File: src/rtl/race_pkg.sv
// Shared race definitions: game state encoding, car operation codes, widths.
// Imported by the race sequencer and the physics engine.
package race_pkg;

  localparam int STATE_W = 3;

  typedef enum logic [STATE_W-1:0] {
    IDLE      = 3'd0,
    SETTING   = 3'd1,
    COUNTDOWN = 3'd3,
    RACING    = 3'd4,
    PAUSE     = 3'd5,
    FINISH    = 3'd6
  } state_e;

  typedef enum logic [2:0] {
    NIL      = 3'd0,
    FORWARD  = 3'd1,
    BACKWARD = 3'd2,
    LEFT     = 3'd3,
    RIGHT    = 3'd4
  } op_e;

endpackage

File: src/rtl/race_controller_if.sv
// Button/finish-line pulses into the race sequencer and its registered status out.
// master drives the pulses, slave is the sequencer.
interface race_controller_if;
  import race_pkg::*;

  logic               start_p;
  logic               confirm_p;
  logic               pause_p;
  logic               lap_cross_p;
  logic [STATE_W-1:0] state;
  logic [2:0]         countdown;
  logic [3:0]         lap_count;
  logic [9:0]         race_time;
  logic               phys_tick;
  logic               finish_p;

  modport master (
    output start_p, confirm_p, pause_p, lap_cross_p,
    input  state, countdown, lap_count, race_time, phys_tick, finish_p
  );

  modport slave (
    input  start_p, confirm_p, pause_p, lap_cross_p,
    output state, countdown, lap_count, race_time, phys_tick, finish_p
  );

endinterface

File: src/rtl/race_controller_tick_divider.sv
// Free-running modulo-DIV prescaler with enable (hold when low) and clear.
// tick is combinational: high during the enabled cycle whose edge wraps the count.
module tick_divider #(
  parameter int DIV = 10
) (
  input  logic clk,
  input  logic rst_n,
  input  logic en,
  input  logic clr,
  output logic tick
);

  localparam int CNT_W = (DIV > 1) ? $clog2(DIV) : 1;
  localparam logic [CNT_W-1:0] LAST = CNT_W'(DIV - 1);

  logic [CNT_W-1:0] cnt;

  // Kept independent of clr so the owner may clear on the very tick it reacts to.
  assign tick = en && (cnt == LAST);

  always_ff @(posedge clk) begin
    if (!rst_n) begin
      cnt <= '0;
    end else if (clr) begin
      cnt <= '0;
    end else if (en) begin
      cnt <= (cnt == LAST) ? '0 : cnt + CNT_W'(1);
    end
  end

endmodule

File: src/rtl/race_controller.sv
// Race sequencer: IDLE/SETTING/COUNTDOWN/RACING/PAUSE/FINISH, lap counter, race timer, physics strobe.
// All outputs registered; a state change appears one cycle after the causing pulse.
module race_controller
  import race_pkg::*;
#(
  parameter int CLK_DIV    = 100_000_000,
  parameter int PHYS_DIV   = 1_666_666,
  parameter int COUNT_SECS = 3,
  parameter int LAPS       = 3
) (
  input  logic              clk,
  input  logic              rst_n,
  race_controller_if.slave  bus
);

  localparam logic [2:0] COUNT_START = 3'(COUNT_SECS);
  localparam logic [3:0] LAP_MAX     = 4'(LAPS);
  localparam logic [9:0] TIME_MAX    = '1;

  state_e     state_q, state_d;
  logic [2:0] countdown_q, countdown_d;
  logic [3:0] lap_q, lap_d;
  logic [9:0] time_q, time_d;
  logic       phys_q, phys_d;
  logic       finish_q, finish_d;

  logic sec_en, sec_clr, sec_tick;
  logic phys_en, phys_clr, phys_wrap;

  tick_divider #(.DIV(CLK_DIV)) u_sec_div (
    .clk   (clk),
    .rst_n (rst_n),
    .en    (sec_en),
    .clr   (sec_clr),
    .tick  (sec_tick)
  );

  tick_divider #(.DIV(PHYS_DIV)) u_phys_div (
    .clk   (clk),
    .rst_n (rst_n),
    .en    (phys_en),
    .clr   (phys_clr),
    .tick  (phys_wrap)
  );

  always_comb begin
    state_d     = state_q;
    countdown_d = countdown_q;
    lap_d       = lap_q;
    time_d      = time_q;
    finish_d    = 1'b0;
    sec_en      = 1'b0;
    sec_clr     = 1'b1;
    phys_en     = 1'b0;
    phys_clr    = 1'b1;

    case (state_q)
      IDLE: begin
        if (bus.start_p) begin
          state_d = SETTING;
          lap_d   = '0;
          time_d  = '0;
        end
      end
      SETTING: begin
        if (bus.confirm_p) begin
          state_d     = COUNTDOWN;
          countdown_d = COUNT_START;
        end else if (bus.start_p) begin
          state_d = IDLE;
        end
      end
      COUNTDOWN: begin
        sec_en  = 1'b1;
        sec_clr = 1'b0;
        if (sec_tick) begin
          if (countdown_q == 3'd1) begin
            state_d     = RACING;
            countdown_d = '0;
            sec_clr     = 1'b1;
          end else begin
            countdown_d = countdown_q - 3'd1;
          end
        end
      end
      RACING: begin
        sec_en   = 1'b1;
        sec_clr  = 1'b0;
        phys_en  = 1'b1;
        phys_clr = 1'b0;
        if (sec_tick && time_q != TIME_MAX) begin
          time_d = time_q + 10'd1;
        end
        // The final lap wins over a simultaneous pause; any other lap is counted and the pause still taken.
        if (bus.lap_cross_p && (lap_q + 4'd1 == LAP_MAX)) begin
          lap_d    = lap_q + 4'd1;
          state_d  = FINISH;
          finish_d = 1'b1;
        end else begin
          if (bus.lap_cross_p) begin
            lap_d = lap_q + 4'd1;
          end
          if (bus.pause_p) begin
            state_d = PAUSE;
          end
        end
      end
      PAUSE: begin
        // Both prescalers hold their count so the resumed second is not shortened.
        sec_clr  = 1'b0;
        phys_clr = 1'b0;
        if (bus.pause_p) begin
          state_d = RACING;
        end else if (bus.start_p) begin
          state_d = IDLE;
        end
      end
      FINISH: begin
        if (bus.start_p) begin
          state_d = IDLE;
        end
      end
      default: begin
        state_d = IDLE;
      end
    endcase

    phys_d = phys_wrap && (state_q == RACING) && (state_d == RACING);
  end

  always_ff @(posedge clk) begin
    if (!rst_n) begin
      state_q     <= IDLE;
      countdown_q <= '0;
      lap_q       <= '0;
      time_q      <= '0;
      phys_q      <= 1'b0;
      finish_q    <= 1'b0;
    end else begin
      state_q     <= state_d;
      countdown_q <= countdown_d;
      lap_q       <= lap_d;
      time_q      <= time_d;
      phys_q      <= phys_d;
      finish_q    <= finish_d;
    end
  end

  assign bus.state     = state_q;
  assign bus.countdown = countdown_q;
  assign bus.lap_count = lap_q;
  assign bus.race_time = time_q;
  assign bus.phys_tick = phys_q;
  assign bus.finish_p  = finish_q;

endmodule

File: src/flat_wrapper.sv
// flat-port wrapper written by rule: the top's interface ports become plain ports
module race_controller_flat import race_pkg::*;
#(
  parameter int CLK_DIV    = 100_000_000,
  parameter int PHYS_DIV   = 1_666_666,
  parameter int COUNT_SECS = 3,
  parameter int LAPS       = 3
)
  (clk, rst_n, bus_start_p, bus_confirm_p, bus_pause_p, bus_lap_cross_p, bus_state, bus_countdown, bus_lap_count, bus_race_time, bus_phys_tick, bus_finish_p);
  race_controller_if bus_i ();
  input  logic clk;
  input  logic rst_n;
  input wire logic [$bits(bus_i.start_p)-1:0] bus_start_p;
  input wire logic [$bits(bus_i.confirm_p)-1:0] bus_confirm_p;
  input wire logic [$bits(bus_i.pause_p)-1:0] bus_pause_p;
  input wire logic [$bits(bus_i.lap_cross_p)-1:0] bus_lap_cross_p;
  output wire logic [$bits(bus_i.state)-1:0] bus_state;
  output wire logic [$bits(bus_i.countdown)-1:0] bus_countdown;
  output wire logic [$bits(bus_i.lap_count)-1:0] bus_lap_count;
  output wire logic [$bits(bus_i.race_time)-1:0] bus_race_time;
  output wire logic [$bits(bus_i.phys_tick)-1:0] bus_phys_tick;
  output wire logic [$bits(bus_i.finish_p)-1:0] bus_finish_p;
  assign bus_i.start_p = bus_start_p;
  assign bus_i.confirm_p = bus_confirm_p;
  assign bus_i.pause_p = bus_pause_p;
  assign bus_i.lap_cross_p = bus_lap_cross_p;
  assign bus_state = bus_i.state;
  assign bus_countdown = bus_i.countdown;
  assign bus_lap_count = bus_i.lap_count;
  assign bus_race_time = bus_i.race_time;
  assign bus_phys_tick = bus_i.phys_tick;
  assign bus_finish_p = bus_i.finish_p;
  race_controller #(.CLK_DIV(CLK_DIV), .PHYS_DIV(PHYS_DIV), .COUNT_SECS(COUNT_SECS), .LAPS(LAPS)) u_core (.clk(clk), .rst_n(rst_n), .bus(bus_i));
endmodule
File: config.mk
export PLATFORM = sky130hd
export DESIGN_NAME = race_controller_flat
export DESIGN_NICKNAME = d
export VERILOG_FILES = /design/src/rtl/race_pkg.sv /design/src/rtl/race_controller_if.sv /design/src/rtl/race_controller_tick_divider.sv /design/src/rtl/race_controller.sv /design/src/flat_wrapper.sv
export SDC_FILE = /design/constraint.sdc
export NUM_CORES = 1
export LEC_CHECK = 0
export ABC_CLOCK_PERIOD_IN_PS = 5300
export BUFFER_PORTS_ARGS = -buffer_cell sky130_fd_sc_hd__buf_2
export CAP_MARGIN = 30
export CORE_MARGIN = 5
export CORE_UTILIZATION = 64
export DETAILED_ROUTE_END_ITERATION = 10
export HOLD_SLACK_MARGIN = 0.02
export PLACE_DENSITY_LB_ADDON = 0.2
export RECOVER_POWER = 50
export SLEW_MARGIN = 20
export SYNTH_ARGS = -nofsm -noshare
export SYNTH_HDL_FRONTEND = slang
export SYNTH_SLANG_ARGS = --single-unit
export TNS_END_PERCENT = 10
File: constraint.sdc
create_clock -name clk -period 5.3 [get_ports clk]
set_clock_uncertainty 0.2 [all_clocks]
set_input_delay 0.53 -clock clk [delete_from_list [all_inputs] [get_ports clk]]
set_output_delay 0.53 -clock clk [all_outputs]
set_load 0.02 [all_outputs]
==> impl_metrics.env, run 1 <==
export IMPL_total_power_mw=1.11
export IMPL_avgSynthCellArea_sq_um=8.31
export IMPL_port_buffers=27
export IMPL_max_slew_margin_pct=-13.0
export IMPL_p_clk_share_pct=48.6
export IMPL_crit_fanout=10
export IMPL_min_from="u_core.bus.countdown[2]"
export IMPL_p_int_uw=879
export IMPL_slowest_stage="nor4_1"
export IMPL_worstSetupStartpoint="u_core.u_sec_div.cnt[16]"
export IMPL_syn_to_final_growth_pct=9.93
export IMPL_clock_fmax_mhz=314
export IMPL_crit_type="flip-flop to flip-flop"
export IMPL_ctsRootBufferMaster="clkbuf_8"
export IMPL_met1Wirelength_mm=3.63
export IMPL_rows=27
export IMPL_grt_usage_pct=22.9
export IMPL_startpoint_type="flip-flop"
export IMPL_fin_tns_setup_ps=0
export IMPL_core_sq_um=5540
export IMPL_path_clk_slew_ps=80
export IMPL_cpPeakStageDelay_ps=1330
export IMPL_antenna_found_initial=0
export IMPL_viasPerCell=6.03
export IMPL_cts_setup_buffers=0
export IMPL_dp_hpwl_mm=5.50
export IMPL_drc=0
export IMPL_htree_levels=3
export IMPL_gp_congestion=0.844
export IMPL_final_cell_mix="nor2_1, dfxtp_1, xnor2_1"
export IMPL_yosys_area_top_type_share_pct=38.1
export IMPL_switchingPower_uw=231
export IMPL_setup_violations=0
export IMPL_drive_gt1_share_pct=7.26
export IMPL_hold_class="flip-flop to flip-flop"
export IMPL_first_pass_iters=4
export IMPL_drv_cap=1
export IMPL_critical_path_required_ps=5340
export IMPL_wl_per_cell_um=14.9
export IMPL_tightestPinTransition_ps=1680
export IMPL_route_met2_wl_mm=3.82
export IMPL_syn_inst=443
export IMPL_synth_top_family_by_area="simple AND/OR/NAND/NOR gates"
export IMPL_power_density_nw_per_um2=274
export IMPL_worstPathArrival_ps=3230
export IMPL_muxShareOfSynthArea_pct=0.544
export IMPL_io_pins=28
export IMPL_seq_area_frac_synth_pct=38.1
export IMPL_grt_pass1_wl_mm=13.8
export IMPL_grt_max_degree=27
export IMPL_period_share_pct=60.1
export IMPL_top_layer="met4"
export IMPL_clk_insertion_delay_late_ps=340
export IMPL_fin_nets=477
export IMPL_yosys_area_share_xor_xnor_pct=11.2
export IMPL_rsz0062_at_grt="no"
export IMPL_drt_initial_drc_count=195
export IMPL_cts_resized=0
export IMPL_die_x_um=85.8
export IMPL_swShare_pct=20.8
export IMPL_pwr_share_seq_pct=48.1
export IMPL_r2r_setup_slack_ps=2120
export IMPL_die_height_um=85.8
export IMPL_synth_edff_count=0
export IMPL_ctsLongestPathBuffers=2
export IMPL_finalHoldViolCount=0
export IMPL_timing_rr_start="u_core.u_sec_div.cnt[16]"
export IMPL_synthesis_area_sq_um=3680
export IMPL_grt_pass1_vias=3080
export IMPL_ys_top_cells_by_area="dfxtp_1, xnor2_1, nor2_1, nand4_1, nand2_1"
export IMPL_postRouteAntennaNets=0
export IMPL_cts_tree="yes"
export IMPL_leakagePower_nw=1.24
export IMPL_ys_warn_count=0
export IMPL_path_cells="nor4b_1 -> nand3_2 -> nor4_1 -> a21oi_1 -> nor4b_1"
export IMPL_cts_sinks=70
export IMPL_synth_fa_ha_area_share_pct=2.72
export IMPL_ys_ff_latch=70
export IMPL_synth_fp_nets=457
export IMPL_final_common_cell="nor2_1"
export IMPL_async_reset_ff_share_pct=0
export IMPL_overflow=0
export IMPL_vdd_drop_max_uv=177
export IMPL_synthFlopType="dfxtp_1"
export IMPL_initial_core_util_pct=66.4
export IMPL_antennaDiodeCount=0
export IMPL_critPathCaptureType="flip-flop"
export IMPL_dr_wl_met3_um=437
export IMPL_synth_top_area_cell="dfxtp_1"
export IMPL_cp_common_cell="nor4b_1"
export IMPL_synthDistinctLibCells=60
export IMPL_vias=3258
export IMPL_synth_compound_area_share_pct=10.1
export IMPL_synth_simple_area_share_pct=33.3
export IMPL_nFillCells=444
export IMPL_finalMaxSlewViolations=11
export IMPL_die_area_sq_um=7370
export IMPL_combPwrFrac_pct=3.3
export IMPL_period_minus_slack_ps=3180
export IMPL_holdBufCountCts=0
export IMPL_wl_mm=8.04
export IMPL_status="finished with violations"
export IMPL_cts_buffers=9
export IMPL_violations="capacitance limit, slew limit"
cell type report:
type / instances / area, sq um / share of cell area [%]
clock buffer: 11 / 151 / 3.74
timing repair buffer: 31 / 134 / 3.31
tap: 72 / 90.1 / 2.23
sequential: 70 / 1400 / 34.6
multi-input combinational: 338 / 2120 / 52.3
clock inverter: 5 / 105 / 2.60
inverter: 13 / 48.8 / 1.21
kinds of logic after synthesis:
family / Yosys count
AND/OR/NAND/NOR: 228
flip-flops: 70
XOR/XNOR: 47
multiplexers: 2
buffers and inverters: 35
AO/OA/AOI/OAI: 53
adder cells (fa/ha/maj): 8
through the flow:
step	setup slack (ps)	hold WS, ps	cell area (sq um)	util, %	std cells
3_5_place_dp	2310	306	3830	69.1	522
4_1_cts	2320	310	4080	73.7	538
6_report	2120	320	4050	73.0	540
2_1_floorplan	3030	277	3680	-	443
3_3_place_gp	2420	296	3820	68.9	521
5_1_grt	1860	330	4050	73.0	540
metal layers:
| metal | vias up | global-route usage [%] |
|---|---|---|
| met5 | - | 0 |
| met4 | 0 | 10.6 |
| met3 | 15 | 5.19 |
| met2 | 80 | 37.0 |
| met1 | 1533 | 29.1 |
| li1 | 1630 | - |
Yosys cell counts (2+ instances only):
cell type  instances
a211oi_1           4
a21oi_1           14
a31oi_1            2
a41o_1             2
and2_1             3
and3_1            10
and4_1             7
buf_4              2
clkbuf_1          17
dfxtp_1           70
ha_1               8
inv_1             13
mux2i_1            2
nand2_1           30
nand3_1           20
nand3b_1           3
nand4_1           21
nand4b_1           2
nor2_1            72
nor2b_1            3
nor3_1            21
nor3b_1            3
nor4_1             5
nor4b_1            5
nor4bb_1           2
o211ai_1           4
o21a_1             2
o21ai_0            7
o311ai_0           3
o31ai_1            2
o32ai_1            2
or3_1              3
or4_1              6
or4b_2             2
xnor2_1           36
xor2_1            11
worst max-delay path, delay by kind of cell, from the launching register on:
kind / cells / cell delay, ps
compound gates: 1 / 230
flops: 1 / 430
simple gates: 4 / 2230
state kept, by name, summed over array words and instances (netlist names):
register and cells:
u_core.bus.finish_p 1, u_core.u_phys_div.cnt 21, u_core.bus.state 3, u_core.u_sec_div.cnt 27, u_core.bus.race_time 10, u_core.bus.countdown 3, u_core.bus.lap_count 4, u_core.bus.phys_tick 1
power by group through the flow:
| stage | clock [mW] | combinational [mW] | sequential (mW) |
|---|---|---|---|
| 2_1_floorplan | 0 | 0.0262 | 0.546 |
| 3_3_place_gp | 0 | 0.0363 | 0.546 |
| 3_5_place_dp | 0 | 0.0367 | 0.546 |
| 4_1_cts | 0.548 | 0.0368 | 0.534 |
| 5_1_grt | 0.576 | 0.0410 | 0.535 |
| 6_report | 0.540 | 0.0364 | 0.534 |
final timing paths:
| path | end | cells after the start |
|---|---|---|
| setup / recovery | u_core.bus.phys_tick | 5 |
| setup reg to reg | u_core.bus.phys_tick | 5 |
| hold reg to reg | u_core.bus.countdown[2] | 2 |
| hold / removal | u_core.bus.countdown[2] | 2 |
(Power assumes the default switching activity.)
==> run 2: changes to the inputs <==
--- a/config.mk
+++ b/config.mk
@@ -5,11 +5,11 @@
 export SDC_FILE = /design/constraint.sdc
 export NUM_CORES = 1
 export LEC_CHECK = 0
-export ABC_CLOCK_PERIOD_IN_PS = 5300
+export ABC_CLOCK_PERIOD_IN_PS = 3130
 export BUFFER_PORTS_ARGS = -buffer_cell sky130_fd_sc_hd__buf_2
 export CAP_MARGIN = 30
 export CORE_MARGIN = 5
-export CORE_UTILIZATION = 64
+export CORE_UTILIZATION = 60
 export DETAILED_ROUTE_END_ITERATION = 10
 export HOLD_SLACK_MARGIN = 0.02
 export PLACE_DENSITY_LB_ADDON = 0.2
==> constraint.sdc (replaced) <==
create_clock -name clk -period 3.13 [get_ports clk]
set_clock_uncertainty 0.2 [all_clocks]
set_input_delay 0.313 -clock clk [delete_from_list [all_inputs] [get_ports clk]]
set_output_delay 0.313 -clock clk [all_outputs]
set_load 0.02 [all_outputs]
==> run 2 against run 1 <==
The run now ends clean. Via count is 1.4% higher. Register-to-register slack worse by 1700 ps. Fmax is 19% higher. Utilization is 5.2 points lower. Setup slack worse by 1700 ps. Clock-buffer cell count is 1 lower. Sequential share of layout area hardly changed. Critical path depth stayed put. Global-route usage is 0.77 points lower. Cell area is 0.12% lower. Die area is 5.9% higher. Combinational power is 82% higher.
==> impl_metrics.env, run 2 (synthesis gave the netlist of run 1 again) <==
export IMPL_worstSetupStartpoint="u_core.u_sec_div.cnt[16]"
export IMPL_grt_usage_pct=22.2
export IMPL_holdWs_ps=105
export IMPL_vias=3305
export IMPL_io_pins=28
export IMPL_cts_resized=0
export IMPL_clock_fmax_mhz=373
export IMPL_period_minus_slack_ps=2680
export IMPL_initial_core_util_pct=61.8
export IMPL_die_height_um=88.3
export IMPL_postRouteAntennaNets=0
export IMPL_power_density_nw_per_um2=443
export IMPL_grt_max_degree=27
export IMPL_slowest_stage="or4_1"
export IMPL_max_slew_margin_pct=54.6
export IMPL_drt_initial_drc_count=183
export IMPL_first_pass_iters=4
export IMPL_overflow=0
export IMPL_total_power_mw=1.79
export IMPL_setup_violations=0
export IMPL_timing_rr_start="u_core.u_sec_div.cnt[16]"
export IMPL_cts_setup_buffers=0
export IMPL_worstPathArrival_ps=2760
export IMPL_htree_levels=3
export IMPL_drv_cap=0
export IMPL_largest_register="u_core.u_sec_div.cnt"
export IMPL_ctsLongestPathBuffers=2
export IMPL_cts_sinks=70
export IMPL_startpoint_type="flip-flop"
export IMPL_final_cell_mix="nor2_1, dfxtp_1, xnor2_1"
export IMPL_dp_hpwl_mm=5.69
export IMPL_hold_class="input port to flip-flop"
export IMPL_viasPerCell=6.04
export IMPL_finalMaxSlewViolations=0
export IMPL_dp_cells=530
export IMPL_antennaDiodeCount=0
export IMPL_crit_fanout=12
export IMPL_ctsRootBufferMaster="clkbuf_8"
export IMPL_finalHoldViolCount=0
export IMPL_wl_per_cell_um=15.2
export IMPL_met1Wirelength_mm=3.80
export IMPL_period_share_pct=85.7
export IMPL_holdBufCountCts=0
export IMPL_cts_buffers=9
export IMPL_cp_common_cell="or4_1"
export IMPL_wl_mm=8.31
export IMPL_nFillCells=527
export IMPL_core_sq_um=5960
export IMPL_drive_gt1_share_pct=8.26
export IMPL_path_clk_slew_ps=80
export IMPL_cpPeakStageDelay_ps=690
export IMPL_fin_nets=481
export IMPL_die_x_um=88.3
export IMPL_rows=28
export IMPL_critPathCaptureType="flip-flop"
export IMPL_critical_path_required_ps=3210
export IMPL_leakagePower_nw=1.24
export IMPL_fin_tns_setup_ps=0
export IMPL_gp_congestion=0.895
export IMPL_final_common_cell="nor2_1"
export IMPL_dr_wl_met3_um=410
export IMPL_die_area_sq_um=7800
export IMPL_final_cell_count_no_fill=547
export IMPL_tightestPinTransition_ps=679
export IMPL_largest_reg_flops=27
export IMPL_vdd_drop_max_uv=284
export IMPL_antenna_found_initial=0
export IMPL_crit_type="flip-flop to flip-flop"
export IMPL_syn_to_final_growth_pct=9.79
export IMPL_top_layer="met4"
export IMPL_port_buffers=27
export IMPL_status="complete, no violations"
export IMPL_clk_insertion_delay_late_ps=350
export IMPL_min_from="bus_lap_cross_p"
export IMPL_drc=0
export IMPL_cts_tree="yes"
export IMPL_path_cells="nor4b_1 -> nand3_2 -> or4_1 -> or4_1 -> a21oi_1"
export IMPL_rsz0062_at_grt="no"
export IMPL_grt_pass1_wl_mm=13.8
export IMPL_grt_pass1_vias=3046
export IMPL_route_met2_wl_mm=3.94
## run 2: final cells by class
cell class / count / area, sq um / area share, %
multi-input combinational: 338 / 2120 / 52.4
sequential: 70 / 1400 / 34.7
timing repair buffer: 35 / 159 / 3.93
clock buffer: 10 / 138 / 3.41
tap: 75 / 93.8 / 2.32
clock inverter: 6 / 85.1 / 2.11
inverter: 13 / 48.8 / 1.21
## run 2: worst paths after layout
kind                        endpoint  slack (ps)  cells past startpoint
max          u_core.bus.race_time[6]         450                      5
min reg2reg  u_core.bus.race_time[8]         310                      1
max reg2reg  u_core.bus.race_time[6]         450                      5
min              u_core.bus.finish_p         110                      3
## run 2: routing by layer
layer  GRT usage (%)  vias up
met4            11.5        0
met5               0        -
met3            2.98       16
met1            28.1     1579
li1                -     1634
met2            36.6       76
## run 2: where the power goes
part           switching, mW  total (mW)  leakage [nW]  internal, mW
combinational         0.0416      0.0663         0.569        0.0248
sequential            0.0101       0.904         0.564         0.894
clock                  0.353       0.820         0.108         0.467
total                  0.405        1.79          1.24          1.39
## run 2: metrics by stage
stage	cell area, sq um	utilization, %	setup slack, ps
after detailed placement	3870	65.0	576
after CTS	4090	68.7	553
after global routing	4040	67.9	237
after floorplan	3680	-	862
final	4040	67.9	447
after global placement	3870	65.0	647
## run 2: worst max-delay path, delay by kind of cell (launching register included)
family,cells,cell delay [ps]
flops,1,430
simple gates,4,1830
compound gates,1,160
